**src/rtl/cpu_inta_sequencer_pkg.sv**
```systemverilog
// Shared definitions for the CPU interrupt-acknowledge sequencer.
// Optional 8080/8085 CALL-mode support is enabled by INTA_MCS80_MODE_EN.
package inta_pkg;

   typedef enum logic [1:0] {
      IDLE    = 2'd0,
      ACK_LOW = 2'd1,
      ACK_GAP = 2'd2,
      HOLD    = 2'd3
   } inta_state_e;

   localparam logic [7:0]  CALL_OPCODE           = 8'hCD;
   localparam int unsigned INTA_PULSE_CYCLES_DEF = 32'd2;
   localparam int unsigned INTA_GAP_CYCLES_DEF   = 32'd1;
   localparam logic [1:0]  PULSES_8086           = 2'd2;
   localparam logic [1:0]  PULSES_MCS80          = 2'd3;

   // Timers count down to zero, so a phase of N clocks loads N-1.
   function automatic logic [3:0] timer_load(input int unsigned cycles);
      return 4'(cycles - 32'd1);
   endfunction

endpackage

```
**src/rtl/cpu_inta_sequencer_if.sv**
```systemverilog
// Handshake/bus bundle between the interrupt controller, the CPU and the
// acknowledge sequencer. mcs80_mode/call_address exist only when
// INTA_MCS80_MODE_EN is defined.
interface cpu_inta_sequencer_if;
   logic        interrupt_to_cpu;
   logic        cpu_interrupt_enable;
   logic [7:0]  data_bus_in;
   logic        data_bus_drive;
   logic        vector_taken;
   logic        interrupt_acknowledge_n;
   logic        bus_lock_n;
   logic        vector_valid;
   logic [7:0]  vector;
   logic        bus_error;
`ifdef INTA_MCS80_MODE_EN
   logic        mcs80_mode;
   logic [15:0] call_address;

   modport master (
      input  interrupt_to_cpu, cpu_interrupt_enable, data_bus_in, data_bus_drive,
             vector_taken, mcs80_mode,
      output interrupt_acknowledge_n, bus_lock_n, vector_valid, vector, bus_error,
             call_address
   );
   modport slave (
      output interrupt_to_cpu, cpu_interrupt_enable, data_bus_in, data_bus_drive,
             vector_taken, mcs80_mode,
      input  interrupt_acknowledge_n, bus_lock_n, vector_valid, vector, bus_error,
             call_address
   );
`else
   modport master (
      input  interrupt_to_cpu, cpu_interrupt_enable, data_bus_in, data_bus_drive,
             vector_taken,
      output interrupt_acknowledge_n, bus_lock_n, vector_valid, vector, bus_error
   );
   modport slave (
      output interrupt_to_cpu, cpu_interrupt_enable, data_bus_in, data_bus_drive,
             vector_taken,
      input  interrupt_acknowledge_n, bus_lock_n, vector_valid, vector, bus_error
   );
`endif
endinterface

```
**src/rtl/cpu_inta_sequencer_pulse_timer.sv**
```systemverilog
// Loadable 4-bit down-counter with a done flag; times both the low pulses
// and the high gaps. It saturates at zero instead of wrapping.
module inta_pulse_timer (
   input  logic       clock,
   input  logic       reset_n,
   input  logic       load,
   input  logic       decrement,
   input  logic [3:0] load_value,
   output logic       done
);
   logic [3:0] count_r;

   // Load has priority; otherwise count down and hold at zero.
   always_ff @(posedge clock or negedge reset_n) begin
      if (!reset_n) begin
         count_r <= 4'd0;
      end else if (load) begin
         count_r <= load_value;
      end else if (decrement && (count_r != 4'd0)) begin
         count_r <= count_r - 4'd1;
      end else begin
         count_r <= count_r;
      end
   end

   assign done = (count_r == 4'd0);

endmodule

```
**src/rtl/cpu_inta_sequencer.sv**
```systemverilog
// Interrupt-acknowledge sequencer: issues the INTA pulse train, holds the
// bus lock, captures the vector byte(s) and reports a non-driving controller.
// Define INTA_MCS80_MODE_EN to add the three-pulse CALL (8080/8085) mode.
module cpu_inta_sequencer
   import inta_pkg::*;
#(
   parameter int unsigned INTA_PULSE_CYCLES = INTA_PULSE_CYCLES_DEF,
   parameter int unsigned INTA_GAP_CYCLES   = INTA_GAP_CYCLES_DEF
) (
   input  logic                 clock,
   input  logic                 reset_n,
   cpu_inta_sequencer_if.master bus
);
   localparam logic [3:0] PULSE_LOAD = timer_load(INTA_PULSE_CYCLES);
   localparam logic [3:0] GAP_LOAD   = timer_load(INTA_GAP_CYCLES);

   inta_state_e state_r;
   logic [1:0]  pulse_index_r;
   logic        ready_r;
   logic        inta_n_r;
   logic        lock_n_r;
   logic        valid_r;
   logic        error_r;
   logic [7:0]  vector_r;
`ifdef INTA_MCS80_MODE_EN
   logic        mode_r;
   logic [15:0] call_address_r;
`endif

   logic        accept_s;
   logic [1:0]  n_pulses_s;
   logic        last_pulse_s;
   logic        sample_pulse_s;
   logic        byte_bad_s;
   logic        sample_fail_s;
   logic        pulse_load_s;
   logic        pulse_dec_s;
   logic        gap_load_s;
   logic        gap_dec_s;
   logic        pulse_done_s;
   logic        gap_done_s;

   // Decide pulse count, which pulses carry data and whether the byte is bad.
   always_comb begin
      accept_s = ready_r & bus.interrupt_to_cpu & bus.cpu_interrupt_enable;
`ifdef INTA_MCS80_MODE_EN
      if (mode_r) begin
         n_pulses_s     = PULSES_MCS80;
         sample_pulse_s = 1'b1;
         byte_bad_s     = ~bus.data_bus_drive |
                          ((pulse_index_r == 2'd1) && (bus.data_bus_in != CALL_OPCODE));
      end else begin
         n_pulses_s     = PULSES_8086;
         sample_pulse_s = (pulse_index_r == 2'd2);
         byte_bad_s     = ~bus.data_bus_drive;
      end
`else
      n_pulses_s     = PULSES_8086;
      sample_pulse_s = (pulse_index_r == 2'd2);
      byte_bad_s     = ~bus.data_bus_drive;
`endif
      last_pulse_s  = (pulse_index_r == n_pulses_s);
      sample_fail_s = (state_r == ACK_LOW) & pulse_done_s & sample_pulse_s & byte_bad_s;
   end

   // Timer load/decrement strobes follow the phase the FSM is in.
   always_comb begin
      pulse_load_s = 1'b0;
      pulse_dec_s  = 1'b0;
      gap_load_s   = 1'b0;
      gap_dec_s    = 1'b0;
      case (state_r)
         IDLE:    pulse_load_s = accept_s;
         ACK_LOW: begin
            pulse_dec_s = 1'b1;
            gap_load_s  = pulse_done_s & ~last_pulse_s & ~sample_fail_s;
         end
         ACK_GAP: begin
            gap_dec_s    = 1'b1;
            pulse_load_s = gap_done_s;
         end
         default: pulse_load_s = 1'b0;
      endcase
   end

   inta_pulse_timer u_pulse_timer (
      .clock      (clock),
      .reset_n    (reset_n),
      .load       (pulse_load_s),
      .decrement  (pulse_dec_s),
      .load_value (PULSE_LOAD),
      .done       (pulse_done_s)
   );

   inta_pulse_timer u_gap_timer (
      .clock      (clock),
      .reset_n    (reset_n),
      .load       (gap_load_s),
      .decrement  (gap_dec_s),
      .load_value (GAP_LOAD),
      .done       (gap_done_s)
   );

   // Sequencer FSM with registered strobes; ready_r blocks acceptance on
   // the first edge after reset release.
   always_ff @(posedge clock or negedge reset_n) begin
      if (!reset_n) begin
         state_r        <= IDLE;
         pulse_index_r  <= 2'd0;
         ready_r        <= 1'b0;
         inta_n_r       <= 1'b1;
         lock_n_r       <= 1'b1;
         valid_r        <= 1'b0;
         error_r        <= 1'b0;
         vector_r       <= 8'h00;
`ifdef INTA_MCS80_MODE_EN
         mode_r         <= 1'b0;
         call_address_r <= 16'h0000;
`endif
      end else begin
         ready_r <= 1'b1;
         error_r <= 1'b0;
         case (state_r)
            IDLE: begin
               if (accept_s) begin
                  state_r       <= ACK_LOW;
                  pulse_index_r <= 2'd1;
                  inta_n_r      <= 1'b0;
                  lock_n_r      <= 1'b0;
`ifdef INTA_MCS80_MODE_EN
                  mode_r        <= bus.mcs80_mode;
`endif
               end else begin
                  state_r <= IDLE;
               end
            end
            ACK_LOW: begin
               if (pulse_done_s) begin
                  inta_n_r <= 1'b1;
                  if (sample_fail_s) begin
                     error_r       <= 1'b1;
                     lock_n_r      <= 1'b1;
                     pulse_index_r <= 2'd0;
                     state_r       <= IDLE;
                  end else begin
                     if (sample_pulse_s) begin
`ifdef INTA_MCS80_MODE_EN
                        if (mode_r) begin
                           case (pulse_index_r)
                              2'd2:    call_address_r[7:0]  <= bus.data_bus_in;
                              2'd3:    call_address_r[15:8] <= bus.data_bus_in;
                              default: call_address_r       <= call_address_r;
                           endcase
                        end else begin
                           vector_r <= bus.data_bus_in;
                        end
`else
                        vector_r <= bus.data_bus_in;
`endif
                     end
                     if (last_pulse_s) begin
                        state_r       <= HOLD;
                        lock_n_r      <= 1'b1;
                        valid_r       <= 1'b1;
                        pulse_index_r <= 2'd0;
                     end else begin
                        state_r <= ACK_GAP;
                     end
                  end
               end else begin
                  state_r <= ACK_LOW;
               end
            end
            ACK_GAP: begin
               if (gap_done_s) begin
                  state_r       <= ACK_LOW;
                  inta_n_r      <= 1'b0;
                  pulse_index_r <= pulse_index_r + 2'd1;
               end else begin
                  state_r <= ACK_GAP;
               end
            end
            HOLD: begin
               if (bus.vector_taken) begin
                  valid_r <= 1'b0;
                  state_r <= IDLE;
               end else begin
                  state_r <= HOLD;
               end
            end
            default: begin
               state_r  <= IDLE;
               inta_n_r <= 1'b1;
               lock_n_r <= 1'b1;
            end
         endcase
      end
   end

   assign bus.interrupt_acknowledge_n = inta_n_r;
   assign bus.bus_lock_n              = lock_n_r;
   assign bus.vector_valid            = valid_r;
   assign bus.vector                  = vector_r;
   assign bus.bus_error               = error_r;
`ifdef INTA_MCS80_MODE_EN
   assign bus.call_address            = call_address_r;
`endif

endmodule

```
**src/flat_wrapper.sv**
```systemverilog
// flat-port wrapper written by rule: the top's interface ports become plain ports
module cpu_inta_sequencer_flat import inta_pkg::*;
#(
   parameter int unsigned INTA_PULSE_CYCLES = INTA_PULSE_CYCLES_DEF,
   parameter int unsigned INTA_GAP_CYCLES   = INTA_GAP_CYCLES_DEF
)
  (clock, reset_n, bus_interrupt_to_cpu, bus_cpu_interrupt_enable, bus_data_bus_in, bus_data_bus_drive, bus_vector_taken, bus_interrupt_acknowledge_n, bus_bus_lock_n, bus_vector_valid, bus_vector, bus_bus_error);
  cpu_inta_sequencer_if bus_i ();
  input  logic clock;
  input  logic reset_n;
  input wire logic [$bits(bus_i.interrupt_to_cpu)-1:0] bus_interrupt_to_cpu;
  input wire logic [$bits(bus_i.cpu_interrupt_enable)-1:0] bus_cpu_interrupt_enable;
  input wire logic [$bits(bus_i.data_bus_in)-1:0] bus_data_bus_in;
  input wire logic [$bits(bus_i.data_bus_drive)-1:0] bus_data_bus_drive;
  input wire logic [$bits(bus_i.vector_taken)-1:0] bus_vector_taken;
  output wire logic [$bits(bus_i.interrupt_acknowledge_n)-1:0] bus_interrupt_acknowledge_n;
  output wire logic [$bits(bus_i.bus_lock_n)-1:0] bus_bus_lock_n;
  output wire logic [$bits(bus_i.vector_valid)-1:0] bus_vector_valid;
  output wire logic [$bits(bus_i.vector)-1:0] bus_vector;
  output wire logic [$bits(bus_i.bus_error)-1:0] bus_bus_error;
  assign bus_i.interrupt_to_cpu = bus_interrupt_to_cpu;
  assign bus_i.cpu_interrupt_enable = bus_cpu_interrupt_enable;
  assign bus_i.data_bus_in = bus_data_bus_in;
  assign bus_i.data_bus_drive = bus_data_bus_drive;
  assign bus_i.vector_taken = bus_vector_taken;
  assign bus_interrupt_acknowledge_n = bus_i.interrupt_acknowledge_n;
  assign bus_bus_lock_n = bus_i.bus_lock_n;
  assign bus_vector_valid = bus_i.vector_valid;
  assign bus_vector = bus_i.vector;
  assign bus_bus_error = bus_i.bus_error;
  cpu_inta_sequencer #(.INTA_PULSE_CYCLES(INTA_PULSE_CYCLES), .INTA_GAP_CYCLES(INTA_GAP_CYCLES)) u_core (.clock(clock), .reset_n(reset_n), .bus(bus_i));
endmodule
```
**config.mk**
```make
export PLATFORM = sky130hd
export DESIGN_NAME = cpu_inta_sequencer_flat
export DESIGN_NICKNAME = d
export VERILOG_FILES = /design/src/rtl/cpu_inta_sequencer_pkg.sv /design/src/rtl/cpu_inta_sequencer_if.sv /design/src/rtl/cpu_inta_sequencer_pulse_timer.sv /design/src/rtl/cpu_inta_sequencer.sv /design/src/flat_wrapper.sv
export SDC_FILE = /design/constraint.sdc
export NUM_CORES = 1
export LEC_CHECK = 0
export ABC_AREA = 1
export BUFFER_PORTS_ARGS = -buffer_cell sky130_fd_sc_hd__buf_4
export CORE_MARGIN = 2
export CORE_UTILIZATION = 25
export CTS_CLUSTER_SIZE = 14
export DETAILED_ROUTE_END_ITERATION = 8
export GPL_TIMING_DRIVEN = 0
export SLEW_MARGIN = 0
export SYNTH_ARGS = -nofsm -noshare
export SYNTH_HDL_FRONTEND = slang
export SYNTH_SLANG_ARGS = --single-unit
```
**constraint.sdc**
```tcl
create_clock -name clock -period 1.65 [get_ports clock]
set_clock_uncertainty 0.2 [all_clocks]
set_input_delay 0.2475 -clock clock [delete_from_list [all_inputs] [get_ports clock]]
set_output_delay 0.2475 -clock clock [all_outputs]
set_load 0.05 [all_outputs]
```
==> summary.txt, run 1 <==
Run status
  • Outcome: finished, final reports clean

Flow run
  • Max_cap viols: 0

GRT
  • Grt ovf: 0
  • Vias in the first global route: 1109
  • Antenna violations before repair: 0
  • Largest net degree at the start of global routing: 26
  • Global-route wire length before repair: 4974 microns
  • Total GRT Usage: between 10% and 20%

Setup path
  • CP Capture Type: flop
  • Startpoint Class: flop
  • R2R depth: 8
  • R2r startpoint: u_core.state_r[1]
  • Critical Path Fanout Max: 7
  • R2R setup slack: about 0.063 ns
  • End of the worst register-to-register path: u_core.bus.vector_valid
  • Crit Path Category: flop to flop
  • Required @ worst endpoint: 1.62 ns
  • Crit path DAT: between 1.5 and 2 ns

Clock tree
  • H-tree levels: 1
  • CTS max path bufs: 2
  • Clk pin slew, worst setup/hold paths: 0.10 ns
  • TritonCTS clock tree: done
  • Clk Latency, worst-skew pair: around 0.27 ns
  • Total CTS buffers: 3
  • CTS root buf: clkbuf_8
  • Clock sink total: 25

Hold path
  • HP Start: bus_data_bus_drive
  • Hold Crit Depth: 4
  • Worst hold path type: primary input to flop
  • Hold Path End: u_core.bus.bus_error

Yosys
  • Synth Instances: 164
  • Yosys Warn Count: 0
  • Syn Nets: 187
  • #FFs+latches synth: 25
  • Cell Area, Synth: 1376 sq um
  • Largest cells by area after synthesis: dfrtp_1 (42%), nand2_1 (12%), ha_1 (8.2%), nand3_1 (4.4%), o21ai_1 (4.4%)
  • Seq/Total Area, Yosys: a little under half
  • Yosys top cell by area: dfrtp_1
  • Synth cell types: 26
  • Share of the synthesized area in the top cell type: between 40% and 50%
  • Avg Cell Area, Syn: 8.392 sq um

Timing
  • Endpoints failing setup: 0
  • Achievable Freq: 630.3 MHz
  • Final period util: a little over nine tenths
  • Final hold viol count: 0
  • Slew Limit Fails: 0
  • Min cycle time layout: between 1.5 and 2 ns

Route
  • DRT Pass-1 Iters: 4
  • Detailed-route wire length per cell: 10.48 microns
  • Initial drt markers: 26
  • Vias per std cell: 4.249
  • Remaining DRCs: 0
  • Final wirelength: 2944 microns
  • Final antenna-violating net count: 0
  • Via count: 1194

Power and ir drop
  • Cell leakage power: between 0.0009 and 0.001 uW
  • Peak supply drop: ~440 uV
  • Pwr/cell area: ~1200 nW/um^2

Final layout
  • Utilization after layout: 35.25%
  • Fin nets: 233
  • Share of cells above drive strength 1: between 30% and 40%
  • Antenna diode count: 0
  • Area growth, synth to finish: 38.45%
  • Design Area, Final: 1906 sq um

Floorplanning
  • DIE HEIGHT: between 70 and 80 microns
  • Die area: 6114 sq um
  • Area of the core: 5405 sq um
  • Width of the die: a little under 80 microns
  • Initial Utilization: around 25%
  • Num rows: 27
  • # IOs: 26

Place
  • Placer Congestion: 0.7486
  • I/O Buffers: 25
  • HPWL Detailed: 2056 microns
  • Cell Area, Placed: ~1700 sq um
## worst max path at each step
stage,slack [ns],endpoint,cells past startpoint,start
2_1_floorplan,0.13,u_core.pulse_index_r[1],9,u_core.state_r[1]
3_3_place_gp,-0.04,u_core.u_gap_timer.count_r[1],8,u_core.state_r[1]
3_5_place_dp,-0.07,u_core.u_gap_timer.count_r[1],8,u_core.state_r[1]
4_1_cts,0.02,u_core.pulse_index_r[0],8,u_core.state_r[0]
5_1_grt,-0.004,u_core.pulse_index_r[1],8,u_core.state_r[0]
6_report,0.06,u_core.bus.vector_valid,8,u_core.state_r[1]
## metrics by stage
stage	total power, uW	setup TNS, ns	instances	hold slack, ns	setup slack, ns
5_1_grt	2516	-0.005955	281	0.07361	-0.004380
3_3_place_gp	1743	-0.1026	261	-0.01830	-0.04277
3_5_place_dp	1757	-0.2300	261	-0.01998	-0.07064
4_1_cts	2208	0	277	0.08858	0.01817
2_1_floorplan	1532	0	164	-0.2481	0.1343
6_report	2317	0	281	0.08221	0.06339
## flip-flops by register name (all words and copies together), names as in the netlist
register and flops:
u_core.bus.bus_lock_n 1, u_core.bus.vector 8, u_core.state_r 2, u_core.bus.vector_valid 1
u_core.pulse_index_r 2, u_core.bus.bus_error 1, u_core.u_pulse_timer.count_r 4, u_core.ready_r 1
u_core.u_gap_timer.count_r 4, u_core.bus.interrupt_acknowledge_n 1
## critical path, cell delays in order, from the launching register on
cell	delay (ns)
dfrtp_1	0.40
inv_2	0.07
ha_2	0.18
buf_8	0.14
nand2_1	0.09
nor2_2	0.19
nand2_2	0.09
nand4_1	0.09
nand2_1	0.06
## kinds of logic (layout without fill, tap and decap cells)
| group | Yosys count | in the layout | synth area share [%] |
|---|---|---|---|
| adder cells (fa/ha/maj) | 9 | 9 | 8.182 |
| other | 1 | 1 | 0.2725 |
| AND/OR/NAND/NOR | 82 | 82 | 28.36 |
| flip-flops | 25 | 25 | 45.64 |
| AO/OA/AOI/OAI | 23 | 23 | 9.546 |
| buffers and inverters | 23 | 68 | 7.363 |
| XOR/XNOR | 1 | 1 | 0.6365 |
## routing by layer
layer | global-route usage, % | vias to the layer above | wire (microns)
met4 | 2.105 | 0 | 13
met2 | 17.41 | 20 | 1396
li1 | - | 616 | -
met1 | 13.05 | 556 | 1414
met3 | 2.414 | 2 | 119
met5 | 0 | - | 0
## power breakdown
group          switching (uW)  leakage (uW)  internal (uW)
sequential               56.8      0.000327            721
clock                     213     0.0000261            177
combinational             677      0.000641            472
total                     947      0.000994           1370
## layout make-up
| class | instances | area (sq um) |
|---|---|---|
| fill | 578 | 3500 |
| buffer | 3 | 37.54 |
| multi-input combinational | 116 | 679.4 |
| sequential | 25 | 628.1 |
| clock buffer | 3 | 41.29 |
| inverter | 20 | 77.57 |
| tap | 72 | 90.09 |
| timing repair buffer | 41 | 342.8 |
| clock inverter | 1 | 8.758 |
## placed cells by master (no fill, tap or decap), drive strengths merged, types with 2 or more instances in the layout
cell         Yosys  final
nand3           14     14
dlygate4sd3      0      9
inv             20     21
a21oi            6      6
nand2           48     48
clkbuf           0      3
nor2            14     14
dfrtp           23     23
dfstp            2      2
nor3             2      2
buf              3     35
ha               9      9
nand4            4      4
o21ai           16     16
## Yosys cell counts
library cell,n
dfstp_2,2
nor2_1,12
a21oi_2,1
nor3_2,1
a31oi_1,1
conb_1,1
o21ai_0,4
o21ai_1,12
nand2_4,1
nand4_1,4
buf_4,2
xor2_1,1
dfrtp_1,23
nor2_2,1
nand2_2,2
a21oi_1,4
inv_2,5
inv_1,15
a21oi_4,1
ha_1,9
nor3_1,1
nand3_4,2
nand2_1,45
nand3_1,12
nor2_4,1
buf_6,1
## timing repair
| action | in CTS | in global routing |
|---|---|---|
| endpoints found under the setup margin | 15 | 22 |
| gates cloned | 0 | 0 |
| pin swaps | 2 | 8 |
| buffers inserted | 3 | 4 |
| endpoints found under the hold margin | 33 | 0 |
| gates resized for setup | 2 | 16 |
| hold buffers | 9 | 0 |
No activity file was read; power rests on OpenSTA's default activity.
==> run 2: changes to the inputs <==
Settings changed: ABC_AREA 1 to unset.
==> run 2 against run 1 <==
  * The flow now finishes with violations (setup timing)
  * Core utilization increased by 3.7 points
  * Register-to-register slack got worse by 0.28 ns
  * Worst setup slack got worse by 0.28 ns
  * Critical path type unchanged
  * Critical endpoint is now u_core.bus.vector[3]
==> summary.txt, run 2 <==
Yosys
  • Adder-cell area share of the yosys netlist: 8.832%
  • Cell Area, Synth: 1275 sq um
  • Top cells by count, synth: dfrtp_1 (23), nand2_1 (10), ha_1 (9), nor2_1 (9)
  • Post-synth EDFFs: 0
  • Most common cell in the synthesized netlist: dfrtp_1
  • Post-synthesis mux area share: 9.028%
  • Yosys Warn Count: 0
  • Xor/xnor share of the synthesized area: 2.061%
  • Async SR Flop Fraction: 100.0%
  • Synth Area in Simple Gates: 17.66%
  • Ys flop type: dfrtp_1
  • Seq/Total Area, Yosys: 49.26%
  • Avg Cell Area, Syn: 10.90 sq um
  • Yosys top cell by area: dfrtp_1
  • Post-synthesis compound-gate area fraction: ~9%
  • Largest cells by area after synthesis: dfrtp_1 (45%), ha_1 (8.8%), mux2_2 (7.1%), dfstp_2 (4.1%), nand2_1 (2.9%)
  • Share of the synthesized area in the top cell type: a little under half
  • Largest family of logic cells by synthesized area: simple AND/OR/NAND/NOR gates
  • Synth cell types: 34
  • Synth Instances: 117
  • #FFs+latches synth: 25
  • Syn Nets: 140

GRT
  • M2 GR Usage: roughly 18%
  • Vias in the first global route: 1040
  • Met1 Use GR: 13.97%
  • Largest net degree at the start of global routing: 26
  • Met3 GRT Util: 1.720%
  • Grt ovf: 0
  • Busiest metal layer after global routing: met2
  • Global-route wire length before repair: 4754 microns
  • Total GRT Usage: 10.99%
  • Antenna violations before repair: 0

Final layout
  • Area growth, synth to finish: 47.30%
  • Design Area, Final: approximately 1900 sq um
  • Multi-input logic area: 718.2 sq um
  • Utilization after layout: 38.99%
  • Register area: 628.1 sq um
  • Most common cell after layout, fill and taps aside: buf_4
  • Antenna diode count: 0
  • Most frequent cells in the layout: buf_4 (41), dfrtp_1 (23), nor2_1 (9), mux2_4 (9), nand2_1 (8)
  • Share of cells above drive strength 1: between 40% and 50%
  • Number of flip-flops in the largest register: 8
  • Fill cells: around 480
  • Fin nets: 190
  • Finished Layout Cells: ~230

Clock tree
  • TritonCTS clock tree: done
  • Clk pin slew, worst setup/hold paths: ~0.090 ns
  • Total CTS buffers: 3
  • CTS max path bufs: 2
  • Clock sink total: 25
  • Clk Latency, worst-skew pair: 0.27 ns
  • CTS root buf: clkbuf_8
  • H-tree levels: 1

Place
  • I/O Buffers: 25
  • Place WS: -0.4259 ns
  • Cell Area, Placed: 1609 sq um
  • Placer Congestion: 0.7699
  • Placed Instances: around 210
  • HPWL Detailed: 1841 microns

Floorplanning
  • Die area: 5687 sq um
  • Initial Utilization: 26.47%
  • DIE HEIGHT: 75.42 microns
  • Width of the die: ~75 microns
  • Num rows: 25
  • # IOs: 26
  • Area of the core: 4817 sq um

Power and ir drop
  • Psw: 786.1 uW
  • Clock Power Share: 17.0%
  • Sequential Power Share: around 36%
  • Peak supply drop: 487.7 uV
  • Cell leakage power: ~0.0009 uW
  • Internal: 1387 uW
  • Logic pwr share: between 40% and 50%
  • Switching part of the total: a little over a third
  • Pwr/cell area: 1157 nW/um^2

Timing
  • Final Worst Setup Slack: -0.2126 ns
  • Endpoints failing setup: 20
  • Final hold viol count: 0
  • Slew Limit Fails: 0
  • Achievable Freq: 536.9 MHz
  • Final period util: 112.9%
  • Min cycle time layout: around 1.9 ns
  • RSZ-0062 raised after global routing: true

Run status
  • Failing checks: setup timing
  • Outcome: finished with violations

Setup path
  • Top delay family on crit path: simple AND/OR/NAND/NOR gates
  • Crit Path Category: flop to flop
  • Critical Path Fanout Max: 8
  • CP bufs+invs: 2
  • Required @ worst endpoint: 1.61 ns
  • Slowest CP cell: dfrtp_1
  • Crit path DAT: 1.82 ns
  • Startpoint Class: flop
  • CP Capture Type: flop
  • Worst stage delay on the critical path: 0.40 ns
  • Crit path cell chain: inv_2 -> ha_4 -> nor3b_4 -> and4_1 -> buf_6 -> mux2_4

Route
  • Detailed-route wire length per cell: 12.64 microns
  • DRT Pass-1 Iters: 4
  • Final antenna-violating net count: 0
  • Remaining DRCs: 0
  • Vias per std cell: approximately 4.4
  • Initial drt markers: 39
  • Via count: between 1000 and 1500
  • Final wirelength: 2946 microns

Hold path
  • Worst hold path type: primary input to flop

Flow run
  • Max_cap viols: 0
-- run 2: cell types whose count changed after synthesis, sizes merged, moves of 2 or more --
| cell | before | now |
|---|---|---|
| a31oi | 1 | 5 |
| inv | 20 | 8 |
| nand2 | 48 | 10 |
| nand4 | 4 | 0 |
| xnor2 | 0 | 2 |
| nor2 | 14 | 9 |
| o21ai | 16 | 0 |
| nor3 | 2 | 4 |
| mux2 | 0 | 9 |
| nand3 | 14 | 6 |
| nand2b | 0 | 4 |
-- run 2: final timing paths --
kind	startpoint	endpoint	slack, ns	depth (start not counted)
max in group asynchronous	reset_n	u_core.bus.bus_lock_n	0.75	2
min reg2reg	u_core.pulse_index_r[0]	u_core.pulse_index_r[0]	0.29	1
max	u_core.u_pulse_timer.count_r[1]	u_core.bus.vector[3]	-0.21	6
min	bus_data_bus_in[6]	u_core.bus.vector[6]	0.004	2
min in group asynchronous	reset_n	u_core.pulse_index_r[1]	0.21	2
max reg2reg	u_core.u_pulse_timer.count_r[1]	u_core.bus.vector[3]	-0.21	6
-- run 2: cell families (layout without fill, tap and decap cells) --
logic type	count (synthesis)	count (layout)
and+or+nand+nor	41	41
muxes	10	10
DFF	25	25
adders and majority gates	9	9
AOI/OAI and AO/OA	18	18
buffers and inverters	10	59
xor gates and xnor gates	3	3
other	1	1
-- run 2: layout make-up --
cell class / instances / share of cell area (%)
clock buffers: 4 / 2.398
multi-input cells: 82 / 38.24
plain buffers: 2 / 1.199
flip-flops and latches: 25 / 33.44
repair buffers: 45 / 18.65
inverters: 8 / 1.599
well taps: 67 / 4.464
-- run 2: metrics by stage --
step	TNS [ns]	hold slack (ns)	total power, uW
floorplan	-1.966	-0.2481	1301
global placement	-6.230	-0.02752	1478
detailed placement	-6.068	-0.02493	1481
CTS	-2.091	0.001419	2018
global route	-4.431	0.0006129	2311
finish	-2.659	0.003986	2173
-- run 2: power by group through the flow --
stage               registers [uW]  logic, uW  clock network, uW
finish                         779       1020                369
global route                   790       1120                400
CTS                            773        868                377
detailed placement             796        686                  0
global placement               795        683                  0
floorplan                      838        463                  0
-- run 2: timing repair --
action / in CTS / in global routing
endpoints found under the hold margin: 25 / 1
resized for setup: 10 / 7
hold buffers: 1 / 1
endpoints found under the setup margin: 21 / 22
pin swaps: 7 / 6
buffers inserted: 13 / 5
-- run 2: layer usage --
metal	part of all wire (%)	routed length, microns
met3	3.7	108
met1	48	1413
met5	0	0
met2	47	1374
met4	1.7	49
